==> src/rtl/alu_pkg.sv <==
// alu_pkg: shared ALU op codes, writeback select codes and writeback entry type
package alu_pkg;

    localparam int WB_DATA_W = 32;
    localparam int WB_REG_AW = 5;

    localparam logic [5:0] ALU_OP_ADD = 6'd1;
    localparam logic [5:0] ALU_OP_SUB = 6'd2;
    localparam logic [5:0] ALU_OP_AND = 6'd3;
    localparam logic [5:0] ALU_OP_OR  = 6'd4;
    localparam logic [5:0] ALU_OP_XOR = 6'd5;
    localparam logic [5:0] ALU_OP_NOR = 6'd6;
    localparam logic [5:0] ALU_OP_SLT = 6'd7;
    localparam logic [5:0] ALU_OP_SLL = 6'd8;
    localparam logic [5:0] ALU_OP_SRL = 6'd9;
    localparam logic [5:0] ALU_OP_SEQ = 6'd10;
    localparam logic [5:0] ALU_OP_MUL = 6'd11;

    localparam logic [1:0] WB_SEL_RES  = 2'd0;
    localparam logic [1:0] WB_SEL_HI   = 2'd1;
    localparam logic [1:0] WB_SEL_LO   = 2'd2;
    localparam logic [1:0] WB_SEL_NONE = 2'd3;

    typedef struct packed {
        logic [WB_REG_AW-1:0] rd;
        logic [WB_DATA_W-1:0] data;
        logic                 we;
        logic                 is_zero;
    } wb_entry_t;

endpackage

==> src/rtl/pipe_skid_buf.sv <==
// pipe_skid_buf: 2-entry valid/ready buffer (output register + skid), registered in_ready
module pipe_skid_buf
    import alu_pkg::*;
#(
    parameter type T = wb_entry_t
) (
    input  logic clk,
    input  logic rst,
    input  logic in_valid,
    output logic in_ready,
    input  T     in_data,
    output logic out_valid,
    input  logic out_ready,
    output T     out_data
);

    logic skid_valid;
    T     skid_data;
    logic accept;

    assign in_ready = !skid_valid;
    assign accept   = in_valid & in_ready;

    // EMPTY/ONE/TWO occupancy: fill the output register first, spill to skid only under backpressure
    always_ff @(posedge clk) begin
        if (rst) begin
            out_valid  <= 1'b0;
            skid_valid <= 1'b0;
            out_data   <= '0;
            skid_data  <= '0;
        end else if (!out_valid) begin
            if (accept) begin
                out_valid <= 1'b1;
                out_data  <= in_data;
            end
        end else if (!skid_valid) begin
            if (accept && out_ready)
                out_data <= in_data;
            else if (out_ready)
                out_valid <= 1'b0;
            else if (accept) begin
                skid_valid <= 1'b1;
                skid_data  <= in_data;
            end
        end else if (out_ready) begin
            out_data   <= skid_data;
            skid_valid <= 1'b0;
        end
    end

endmodule

==> src/rtl/alu_wb_stage.sv <==
// alu_wb_stage: ALU-to-writeback stage with HI/LO registers; optional counters under ALU_WB_PERF_EN
module alu_wb_stage
    import alu_pkg::*;
#(
    parameter int DATA_W = 32,
    parameter int REG_AW = 5
) (
    input  logic              clk,
    input  logic              rst,
    input  logic              in_valid,
    output logic              in_ready,
    input  logic [5:0]        in_op,
    input  logic [DATA_W-1:0] in_result1,
    input  logic [DATA_W-1:0] in_result2,
    input  logic              in_is_zero,
    input  logic [REG_AW-1:0] in_rd,
    input  logic [1:0]        in_wb_sel,
    output logic              out_valid,
    input  logic              out_ready,
    output logic              out_we,
    output logic [REG_AW-1:0] out_rd,
    output logic [DATA_W-1:0] out_data,
    output logic              out_is_zero,
    output logic [DATA_W-1:0] hi,
    output logic [DATA_W-1:0] lo
`ifdef ALU_WB_PERF_EN
    ,
    output logic [31:0]       perf_stall_cnt,
    output logic [31:0]       perf_mul_cnt
`endif
);

    if (DATA_W != WB_DATA_W || REG_AW != WB_REG_AW) begin : g_width_check
        $error("alu_wb_stage widths must match alu_pkg wb_entry_t");
    end

    wb_entry_t in_e;
    wb_entry_t out_e;
    logic      accept;
    logic      is_mul;

    assign accept = in_valid & in_ready;
    assign is_mul = in_op == ALU_OP_MUL;

    // build the entry at accept time from pre-update HI/LO
    always_comb begin
        in_e.rd      = in_rd;
        in_e.data    = in_wb_sel == WB_SEL_RES ? in_result1 :
                       in_wb_sel == WB_SEL_HI  ? hi :
                       in_wb_sel == WB_SEL_LO  ? lo : '0;
        in_e.we      = in_wb_sel != WB_SEL_NONE && in_rd != '0;
        in_e.is_zero = in_is_zero;
    end

    pipe_skid_buf #(.T(wb_entry_t)) u_buf (
        .clk       (clk),
        .rst       (rst),
        .in_valid  (in_valid),
        .in_ready  (in_ready),
        .in_data   (in_e),
        .out_valid (out_valid),
        .out_ready (out_ready),
        .out_data  (out_e)
    );

    assign out_we      = out_valid & out_e.we;
    assign out_rd      = out_e.rd;
    assign out_data    = out_e.data;
    assign out_is_zero = out_e.is_zero;

    // an accepted multiply updates HI/LO at the accept edge
    always_ff @(posedge clk) begin
        if (rst) begin
            hi <= '0;
            lo <= '0;
        end else if (accept && is_mul) begin
            hi <= in_result1;
            lo <= in_result2;
        end
    end

`ifdef ALU_WB_PERF_EN
    // saturating stall and multiply counters
    always_ff @(posedge clk) begin
        if (rst) begin
            perf_stall_cnt <= '0;
            perf_mul_cnt   <= '0;
        end else begin
            if (in_valid && !in_ready && perf_stall_cnt != '1)
                perf_stall_cnt <= perf_stall_cnt + 32'd1;
            if (accept && is_mul && perf_mul_cnt != '1)
                perf_mul_cnt <= perf_mul_cnt + 32'd1;
        end
    end
`endif

endmodule
==> config.mk <==
export PLATFORM = sky130hd
export DESIGN_NAME = alu_wb_stage
export DESIGN_NICKNAME = d
export VERILOG_FILES = /design/src/rtl/alu_pkg.sv /design/src/rtl/pipe_skid_buf.sv /design/src/rtl/alu_wb_stage.sv
export SDC_FILE = /design/constraint.sdc
export NUM_CORES = 1
export LEC_CHECK = 0
export ABC_AREA = 1
export CORE_ASPECT_RATIO = 0.9
export CORE_MARGIN = 3
export CORE_UTILIZATION = 50
export CTS_CLUSTER_DIAMETER = 40
export DETAILED_ROUTE_END_ITERATION = 6
export DONT_BUFFER_PORTS = 1
export HOLD_SLACK_MARGIN = 0.02
export PLACE_DENSITY = 0.64
export SLEW_MARGIN = 25
export SYNTH_ARGS = -nofsm -noshare
export SYNTH_HDL_FRONTEND = slang
export SYNTH_SLANG_ARGS = --single-unit
==> constraint.sdc <==
create_clock -name clk -period 2.6 [get_ports clk]
set_clock_uncertainty 0.15 [all_clocks]
set_input_delay 0.52 -clock clk [delete_from_list [all_inputs] [get_ports clk]]
set_output_delay 0.52 -clock clk [all_outputs]
set_load 0.05 [all_outputs]
==> results.md <==
* CP max-delay cell: buf_4
* Yosys warns at 0
* Worst-path clk slew at roughly 0.060 ns
* Worst setup EP type: register
* CTS Hold Buffers Added at 1
* R2R Setup Slk at 0.69 ns
* Layout area overhead at 5.381%
* Post-CTS setup buffers at 0
* Combinational Power Share at ~8.6%
* M2 GR Usage at 31.25%
* # clock sinks at 144
* Yosys top cell area share at between 40% and 50%
* GRT met3 Usage at 10.05%
* Net Switching at 1.490 mW
* Overall Global Routing Usage at between 20% and 30%
* Vias in the first global route at 5297
* CP Launch Type: register
* Cell-internal power at 3.792 mW
* Core ar. at 13610 sq um
* Delay-heaviest family, CP: simple AND/OR/NAND/NOR gates
* FF-to-FF path depth at 7
* CP Data Arrival Time at 2.13 ns
* IO Pins at 187
* WHS Endpoint: u_buf.skid_valid
* Port Buffers at 0
* Longest Clk Path Bufs at 2
* Row count at 40
* Clock share of power at a little over two fifths
* DIE WIDTH at 131.7 um
* Synth Instances at 1087
* Synth Register Bits at 144
* Rel. slew slack at 59.62%
* Peak Freq at 523.2 MHz
* 1st-pass router iterations at 6
* Primary FF master, synth: dfxtp_1
* CTS resizes at 0
* H-tree depth at 4
* Syn avg cell area at around 6.5 sq um
* Total clock buffers created by CTS at 17
* Hold Path Class: input pin to register
* Gpl congestion at 0.7768
* Top cell by count, worst path: nor2_1
* Final Hold Fails at 0
* Final period util at 73.51%
* Worst slew pin tran at 0.6048 ns
* Cell Pwr Density at 704.4 nW/um^2
* Reg area at about 2900 sq um
* CP required at 2.82 ns
* Yosys cell types at 19
* Final #Nets at 1094
* Max incr delay on CP at 0.42 ns
* Static leakage at 3.201 nW
* Tot Pwr at ~5.3 mW
* Root Driver: clkbuf_16
* Mapped Area at 7116 sq um
* FILL cells at 1361
* CTS tree: yes
* RSZ-0062 raised after global routing: false
* Minimum clock period at about 1.9 ns
* Final antenna-violating net count at 0
* Fin. max-slew vios at 0
* Number of setup violations in the final report at 0
* Largest net degree at the start of global routing at 77
* Initial Util at 52.27%
* Yosys top cell by area: dfxtp_1
* Dpl hpwl at ~12 mm
* VDD IR max at 0.4502 mV
* Multi-input gate area in the final layout at approximately 3300 sq um
* Seq/Total Area, Yosys at 40.51%
* Number of diodes at 0
* Met1 Use GR at 34.56%
* Die height at 119.2 um
* Initial drt markers at just over 500
* WL final at roughly 19 mm
* Hold_sp: out_ready
* Sequential power share at slightly below 50%
* Crit-path cells: inv_2 > nand2_1 > nor2_4 > and2_2 > buf_4 > nor2_1 > nor2_1
* Max_cap viols at 0
* WL/cell at ~16 um
* First-pass GRT wire length at 29.70 mm
* Die area at 15700 sq um
* # DRC at 0
* Number of flops mapped to enable cells by yosys at 0
* Critical path class: register to register
* Synth top cells by count: 272 x nor2_1, 207 x nand2_1, 144 x dfxtp_1, 97 x nand3_1, 81 x inv_1
* Status: complete, no violations
* Congestion Overflow GR at 0
* Share of cells above drive strength 1 at 5.463%
* GRT busiest layer: met1
* Hold path depth at 1
* Reg2reg end: lo[15]
* Post-Syn Nets at ~1200
* Setup TNS at 0 ns
* Sw frac at 28.21%
* Clk Latency, worst-skew pair at ~0.43 ns
* Top-count cell post-synth: nor2_1
* Antenna violations before repair at 0
* Area contributors post-synth: dfxtp_1 41%, nor2_1 14%, nand2_1 11%
* Crit path buffers/inverters at 2
* R2r startpoint: u_buf.skid_valid
* Vias/cell at about 5.2
* Via count at approximately 6300
* FFs w/ async S/R, synth at 0%
* Post-Route Utilization at 55.08%
* Crit-path max FO at 46
-- cells by family (layout without fill, tap and decap cells) --
family	Yosys count	in the layout	share of synthesized area, %
simple gates	646	646	39.46
flops	144	144	40.51
buf+inv	197	135	12.96
compound gates	100	100	7.069
-- how the worst max path moves through the flow --
stage	startpoint	slack, ns	depth (start not counted)	to
finish	u_buf.skid_valid	0.69	7	lo[15]
global route	u_buf.skid_valid	0.53	7	lo[21]
CTS	u_buf.skid_valid	0.68	7	lo[22]
detailed placement	in_op[1]	0.70	6	lo[22]
global placement	in_op[1]	0.71	6	lo[16]
floorplan	u_buf.out_valid	0.78	2	out_we
-- final cells by class --
class | count | share of cell area, %
multi-input cells | 746 | 44.40
inverters | 85 | 4.288
clock buffers | 27 | 6.841
clock inverters | 5 | 0.3671
repair buffers | 18 | 2.503
well taps | 189 | 3.154
flip-flops and latches | 144 | 38.44
-- through the flow --
stage / hold WS, ns / setup slack, ns / instances / cell area (sq um)
after CTS: 0.02745 / 0.6840 / 1214 / 7498
final: 0.04314 / 0.6889 / 1214 / 7498
after detailed placement: 0.2881 / 0.6995 / 1181 / 6948
after global routing: 0.02873 / 0.5267 / 1214 / 7498
after floorplan: 0.2747 / 0.7795 / 1087 / 7116
after global placement: 0.2825 / 0.7082 / 1181 / 6948
-- placed cells by master (no fill, tap or decap), types with 2 or more instances in the layout --
master	netlist	final
inv_2	3	3
clkbuf_8	0	5
nand2_2	3	3
buf_12	0	4
dfxtp_1	144	144
o21ai_0	48	48
clkbuf_16	0	17
clkbuf_1	33	5
a21oi_1	47	47
nor2_1	272	269
nand2_1	207	207
nand3b_1	65	65
o21ai_1	4	4
inv_1	81	81
buf_4	37	13
clkinv_2	0	4
nor2_4	0	2
nand3_1	97	97
-- layer usage --
metal | vias to the layer above | wire length (um)
met5 | - | 0
met4 | 0 | 260
met3 | 24 | 2117
met2 | 279 | 7815
met1 | 2752 | 8864
li1 | 3206 | -
-- sequential cells by signal, indices dropped and copies added (netlist names) --
signal and cells:
u_buf.skid_data 39, u_buf.out_valid 1, u_buf.out_data 39, hi 32, lo 32, u_buf.skid_valid 1
-- worst reg2reg max path, cell delays in order (launching register included) --
cell and delay [ns]:
dfxtp_1 0.35, inv_2 0.22, nand2_1 0.16, nor2_4 0.17, and2_2 0.17, buf_4 0.42
nor2_1 0.12, nor2_1 0.10
-- power by group through the flow --
stage | Sequential (mW) | Combinational, mW | Clock (mW)
3_5_place_dp | 2.62 | 0.449 | 0
5_1_grt | 2.58 | 0.521 | 2.38
3_3_place_gp | 2.62 | 0.444 | 0
2_1_floorplan | 2.42 | 0.625 | 0
6_report | 2.57 | 0.454 | 2.26
4_1_cts | 2.57 | 0.454 | 2.29
(Power assumes the default switching activity.)
